--- src/rtl/enc_seq_scan.sv ---
// enc_seq_scan: sequential priority encoder.
// Captures an N-bit request vector and returns the binary index of each
// set bit, highest index first. One index is returned per accepted transfer,
// using a valid/ready handshake on the output side.
//
// Ports
//   clock_i   rising-edge clock
//   resetn_i  asynchronous active-low reset; clears all state and outputs
//   load_i    capture request, only honoured while busy_o=0
//   r_i       request vector, r_i[N-1] has the highest priority
//   ready_i   consumer takes y_o this cycle
//   busy_o    a captured vector is being emitted
//   valid_o   y_o holds a valid index
//   y_o       index of the highest pending bit (0 when not valid)
//   last_o    y_o is the final pending bit (0 when not valid)
//   z_o       one-cycle pulse after an all-zero vector was loaded
//   count_o   popcount of the most recently captured vector
//
// state | meaning
// IDLE  | nothing pending, waiting for load_i
// EMIT  | pending bits left, presenting the highest one on y_o

module enc_seq_scan #(
  parameter int N = 8,
  parameter int W = 3   // N must equal 2**W
) (
  input  logic         clock_i,
  input  logic         resetn_i,
  input  logic         load_i,
  input  logic [N-1:0] r_i,
  input  logic         ready_i,
  output logic         busy_o,
  output logic         valid_o,
  output logic [W-1:0] y_o,
  output logic         last_o,
  output logic         z_o,
  output logic [W:0]   count_o
);

  typedef enum logic {
    ST_IDLE = 1'b0,
    ST_EMIT = 1'b1
  } state_e;

  state_e         state_q;
  logic [N-1:0]   p_q;
  logic [W-1:0]   y_q;
  logic           last_q;
  logic           z_q;
  logic [W:0]     count_q;

  logic [N-1:0]   p_d;
  logic [W-1:0]   load_idx_d;
  logic [W:0]     load_pop_d;
  logic [W-1:0]   next_idx_d;
  logic [W:0]     next_pop_d;

  // Highest set bit wins because the loop scans upward and keeps overwriting.
  function automatic logic [W-1:0] hi_idx(input logic [N-1:0] v);
    logic [W-1:0] idx;
    idx = '0;
    for (int i = 0; i < N; i++) begin
      if (v[i]) idx = i[W-1:0];
    end
    return idx;
  endfunction

  function automatic logic [W:0] pop_cnt(input logic [N-1:0] v);
    logic [W:0] c;
    c = '0;
    for (int i = 0; i < N; i++) begin
      c = c + {{W{1'b0}}, v[i]};
    end
    return c;
  endfunction

  // Pending set after the currently presented bit has been consumed.
  assign p_d        = p_q & ~({{(N-1){1'b0}}, 1'b1} << y_q);
  assign load_idx_d = hi_idx(r_i);
  assign load_pop_d = pop_cnt(r_i);
  assign next_idx_d = hi_idx(p_d);
  assign next_pop_d = pop_cnt(p_d);

  always_ff @(posedge clock_i or negedge resetn_i) begin
    if (!resetn_i) begin
      state_q <= ST_IDLE;
      p_q     <= '0;
      y_q     <= '0;
      last_q  <= 1'b0;
      z_q     <= 1'b0;
      count_q <= '0;
    end else begin
      z_q <= 1'b0;
      case (state_q)
        ST_IDLE: begin
          if (load_i) begin
            count_q <= load_pop_d;
            if (r_i != '0) begin
              state_q <= ST_EMIT;
              p_q     <= r_i;
              y_q     <= load_idx_d;
              last_q  <= (load_pop_d == {{W{1'b0}}, 1'b1});
            end else begin
              z_q <= 1'b1;
            end
          end
        end
        ST_EMIT: begin
          // load_i/r_i are deliberately not looked at here, even on the
          // final transfer, so a new vector always costs one idle cycle.
          if (ready_i) begin
            if (last_q) begin
              state_q <= ST_IDLE;
              p_q     <= '0;
              y_q     <= '0;
              last_q  <= 1'b0;
            end else begin
              p_q    <= p_d;
              y_q    <= next_idx_d;
              last_q <= (next_pop_d == {{W{1'b0}}, 1'b1});
            end
          end
        end
        default: begin
          state_q <= ST_IDLE;
          p_q     <= '0;
          y_q     <= '0;
          last_q  <= 1'b0;
        end
      endcase
    end
  end

  assign busy_o  = (state_q == ST_EMIT);
  assign valid_o = (state_q == ST_EMIT);
  assign y_o     = y_q;
  assign last_o  = last_q;
  assign z_o     = z_q;
  assign count_o = count_q;

endmodule

--- config.mk ---
export PLATFORM = sky130hd
export DESIGN_NAME = enc_seq_scan
export DESIGN_NICKNAME = d
export VERILOG_FILES = /design/src/rtl/enc_seq_scan.sv
export SDC_FILE = /design/constraint.sdc
export NUM_CORES = 1
export LEC_CHECK = 0
export BUFFER_PORTS_ARGS = -buffer_cell sky130_fd_sc_hd__buf_4
export CAP_MARGIN = 20
export CORE_MARGIN = 3
export CORE_UTILIZATION = 56
export CTS_CLUSTER_DIAMETER = 150
export CTS_CLUSTER_SIZE = 8
export DETAILED_ROUTE_END_ITERATION = 16
export GPL_ROUTABILITY_DRIVEN = 0
export PLACE_DENSITY = 0.85
export SLEW_MARGIN = 25
export SYNTH_ARGS = -nofsm -noshare
export SYNTH_HDL_FRONTEND = slang
export SYNTH_SLANG_ARGS = --single-unit
--- constraint.sdc ---
create_clock -name clock_i -period 5.2 [get_ports clock_i]
set_clock_uncertainty 0.2 [all_clocks]
set_input_delay 0.52 -clock clock_i [delete_from_list [all_inputs] [get_ports clock_i]]
set_output_delay 0.52 -clock clock_i [all_outputs]
set_load 0.005 [all_outputs]
# Word level (Yosys, flattened, before mapping)
# Index checks and enable logic that the tools add are counted.
# totals
elab_cells	69
regBits	18
input_bits	12
# classes
bitwise_logic	3
add_sub_neg	14
eq_ne	5
reduce_logical	3
mux	37
shift	1
# op_table
cell	n
$mux W3	14
$add A4 B1 Y4	8
$mux W8	4
$pmux W8 S2	1
$mux W1	13
$add A3 B1 Y4	2
$and A8 B8 Y8	1
$eq A4 B1 Y1 const B	2
$not A8 Y8	1
$reduce_bool A8 Y1	1
$shl A1 B3 Y8 const A	1
$add A2 B1 Y3	2
$ne A2 B2 Y1 const B	3
$pmux W3 S2	1
$add A1 B1 Y2	2
$mux W2	2
$pmux W1 S2	2
$reduce_and A3 Y1	1
$reduce_and A2 Y1	1
$not A1 Y1	1

# Logic depth before layout (Yosys ltp)
# depth
ltp_word	14
ltp_mapped	14
ltp_nobuf	13

# Worst setup path before layout
# No wires, ideal clock.
# synth_path
path_kind	reg-to-reg
startpoint	register y_q[0], in the netlist y_o[0]
endpoint	register last_q, in the netlist last_o
setup_ns	0.125
path_slack_ns	1.340
stages_incl_launch_ff	14
period_less_slack_ns	3.860
path_buffers	1
required_ns	4.875
t_arrival_ns	3.535
path_cell_list	dfrtp_1 clkbuf_1 o31ai_1 fa_1 fa_1 fa_1 inv_1 ha_1 inv_1 fa_1 nor2b_1 a31oi_1 o32ai_1 mux2_4
# synth_via
elab_chain_len	14
# synth_rtl
element	line	rtl
from (decl)	47	logic [W-1:0] y_q;
from (signal assigned)	101	y_q <= load_idx_d;
from (signal assigned)	119	y_q <= next_idx_d;
$shl A1 B3 Y8 *	78	assign p_d = p_q & ~({{(N-1){1'b0}}, 1'b1} << y_q);
$not A8 Y8 *	78	
$and A8 B8 Y8 *	78	
$add A1 B1 Y2	72	c = c + {{W{1'b0}}, v[i]};
$add A2 B1 Y3	72	
$add A3 B1 Y4	72	
$add A4 B1 Y4 (3 in a row)	72	
$add A4 B1 Y4 *	72	
$eq A4 B1 Y1 *	120	last_q <= (next_pop_d == {{W{1'b0}}, 1'b1});
$mux W1 *	112	if (last_q) begin
$mux W1 *	111	if (ready_i) begin
$pmux W1 S2 *	94	case (state_q)
to (signal assigned)	102	last_q <= (load_pop_d == {{W{1'b0}}, 1'b1});
to (signal assigned)	120	
to (decl)	48	logic last_q;
# Mark *: on every way between the ends. The rest lies on a longest branch, timed or not. The select of a mux whose other input is x is not followed.
# A chain may end at the register's enable or synchronous reset.

# Worst setup path in the final report
# layout_path
startpoint	register y_q[2], in the netlist y_o[2]
endpoint	register last_q, in the netlist last_o
# Same word-level chain as after synthesis.

==> results.py <==
metrics = {
    "run_status": {
        "status": "completed",
    },
    "power_and_ir_drop": {
        "leakagePower_nw": 0.823,
        "p_switching_mw": 0.509,
        "swShare_pct": 45.4,
        "pwr-share-seq_pct": 26.9,
        "p_clk_share_pct": 7.6,
        "power_density_nw_per_um2": 655,
        "p_int_mw": 0.611,
        "p_comb_share_pct": 65.5,
        "peakVddDrop_mv": 0.551,
    },
    "clocking": {
        "path_clk_slew_ns": 0.10,
        "cts_tree": "yes",
        "post_cts_resized": 0,
        "cts_sinks": 18,
        "cts_max_path_buffers": 2,
        "htree_levels": 1,
        "clock_latency_ns": 0.29,
        "post-cts-setup-buffers": 0,
        "cts_hold_buf": 1,
        "cts_made_buffers": 3,
        "root_buffer": "clkbuf_4",
    },
    "drt": {
        "vias": 1284,
        "drtAntennaViolNets": 0,
        "routed_via_density": 6.11,
        "wl_per_cell_um": 16.0,
        "drc_errors": 0,
        "wl_mm": 3.37,
        "first_pass_iters": 4,
        "drtIter0Drc": 81,
    },
    "synth": {
        "synth_compound_area_share_pct": 19.8,
        "synth.yosys.seq_area_share_pct": 29.8,
        "syn_area_um2": 1510,
        "syn_avg_cell_area_um2": 9.32,
        "muxShareOfSynthArea_pct": 8.12,
        "synth_cells": 162,
        "synthArstFlopShare_pct": 100,
        "synth_ff_type": "dfrtp_1",
        "ys.warnings.count": 0,
        "synth-edff-count": 0,
        "synth_cell_types": 47,
        "synth_simple_gate_area_share_pct": 16.7,
        "synthXorXnorAreaFrac_pct": 0,
        "synth_top_family_by_area": "compound AO/OA/AOI/OAI gates",
        "synthAdderAreaFrac_pct": 16.4,
        "ys_seq_elements": 18,
        "syn_nets": 189,
    },
    "critical_path": {
        "end_kind": "flip-flop",
        "crit_type": "reg -> reg",
        "reg2reg_setup_slack_ns": 1.13,
        "r2r_cells": 13,
        "timing.rr.end": "last_o",
        "crit_arrival_ns": 4.06,
        "cp-start-kind": "flip-flop",
        "crit_required_ns": 5.19,
        "r2r_start": "y_o[2]",
        "path_max_fanout": 11,
    },
    "floorplanning": {
        "die_w_um": 57.9,
        "num_rows": 18,
        "dieArea_um2": 3360,
        "die_h_um": 57.9,
        "coreArea_um2": 2520,
        "pin_count": 23,
        "start_util_pct": 59.9,
    },
    "layout": {
        "antennaDiodeCount": 0,
        "final_common_cell": "inv_1",
        "fill_cells": 202,
        "syn_to_final_growth_pct": 13.3,
        "final_cell_mix": "inv_1 (23), buf_4 (22), dfrtp_1 (18), nand2_1 (14), fa_1 (8)",
        "fin_nets": 208,
        "drive_above_1_share_pct": 20.6,
        "fin_util_pct": 67.8,
    },
    "timing": {
        "worst_pin_slew_ns": 0.540,
        "slew_violations": 0,
        "fin_tns_setup_ns": 0,
        "setup_viol": 0,
        "hold_viol": 0,
        "finalCriticalPeriod_ns": 4.07,
        "relSlewSlack_pct": 64.0,
        "rsz0062_at_grt": "false",
        "max_freq_ghz": 0.246,
        "post-route-period-util_pct": 78.3,
    },
    "placed_design": {
        "hpwl_mm": 2.70,
        "port_buffers": 22,
    },
    "min_path": {
        "hold_class": "reg -> reg",
        "min_to": "count_o[2]",
        "hp-start": "count_o[2]",
        "worstHoldPathCells": 2,
    },
    "grt": {
        "grt_max_degree": 19,
        "antenna_found_initial": 0,
        "grt_first_pass_wirelength_mm": 5.76,
        "grt_pass1_vias": 1250,
        "global_route.usage.total_pct": 22.0,
        "gr-total-overflow": 0,
    },
    "flow_run": {
        "maxCapViolations": 0,
    },
}
Yosys cell counts (all sizes together) (2+ instances only):
cell	instances	area, µm²
nand3	3	15.0
ha	7	87.6
o21ai	7	35.0
a21oi	6	33.8
o32ai	2	17.5
clkbuf	3	11.3
nor3b	2	20.0
buf	6	37.5
o31ai	3	22.5
fa	8	160
dfrtp	18	450
a31oi	4	25.0
o22a	2	17.5
nor3	3	15.0
nor2	3	11.3
o22ai	6	37.5
a211oi	2	15.0
mux2	8	113
nor2b	7	43.8
nand3b	3	22.5
nand2b	5	31.3
inv	24	90.1
nand2	14	52.6
worst max-delay path, cell delays in order (launching register included):
cell and delay (ns):
dfrtp_1 0.51, nand2b_1 0.19, o21ai_0 0.33, fa_1 0.50, fa_1 0.51, fa_1 0.41
inv_1 0.07, ha_1 0.17, inv_1 0.06, fa_1 0.37, nor2b_1 0.14, a31oi_1 0.13
o32ai_1 0.10, mux2_4 0.27
cells by family (layout without fill, tap and decap cells):
| family | after synthesis | after routing |
|---|---|---|
| buffers and inverters | 33 | 51 |
| AND/OR/NAND/NOR | 44 | 44 |
| multiplexers | 9 | 9 |
| AO/OA/AOI/OAI | 43 | 43 |
| adder cells (fa/ha/maj) | 15 | 15 |
| flip-flops | 18 | 18 |
metal layers:
| metal | GRT usage [%] | routed length (µm) |
|---|---|---|
| met3 | 2.67 | 218 |
| met5 | 0 | 0 |
| met2 | 35.3 | 1650 |
| met1 | 30.2 | 1450 |
| met4 | 8.94 | 46 |
layout make-up:
type,instances,area [µm²],share of cell area [%]
well taps,30,37.5,2.19
clock buffers,4,36.3,2.12
flip-flops and latches,18,450,26.3
inverters,24,90.1,5.27
repair buffers,23,175,10.2
multi-input cells,111,921,53.8
worst max path at each step:
stage	from	endpoint	slack, ns	cells after the start
floorplan	y_o[0]	last_o	1.34	13
global placement	y_o[0]	last_o	1.30	13
detailed placement	y_o[0]	last_o	1.14	13
CTS	y_o[0]	last_o	1.11	13
global route	y_o[0]	last_o	0.91	13
finish	y_o[2]	last_o	1.13	13
sequential cells by signal, summed over array words and instances (netlist names):
signal   cells
p_q          8
busy_o       1
y_o          3
z_o          1
last_o       1
count_o      4
power by group through the flow:
stage / sequential, mW / clock (mW) / combinational, mW
2_1_floorplan: 0.251 / 0 / 0.598
4_1_cts: 0.298 / 0.0881 / 0.740
3_5_place_dp: 0.302 / 0 / 0.736
5_1_grt: 0.313 / 0.0942 / 0.836
3_3_place_gp: 0.292 / 0 / 0.706
6_report: 0.301 / 0.0850 / 0.734
stage by stage:
step	setup WS [ns]	std cells	power (mW)	area [µm²]	hold slack (ns)
after floorplan	1.34	162	0.849	1510	0.0244
after global placement	1.30	205	0.998	1660	0.201
after detailed placement	1.14	205	1.04	1660	0.205
after CTS	1.11	210	1.13	1710	0.300
after global routing	0.915	210	1.24	1710	0.319
final	1.13	210	1.12	1710	0.292
(Power assumes the default switching activity.)
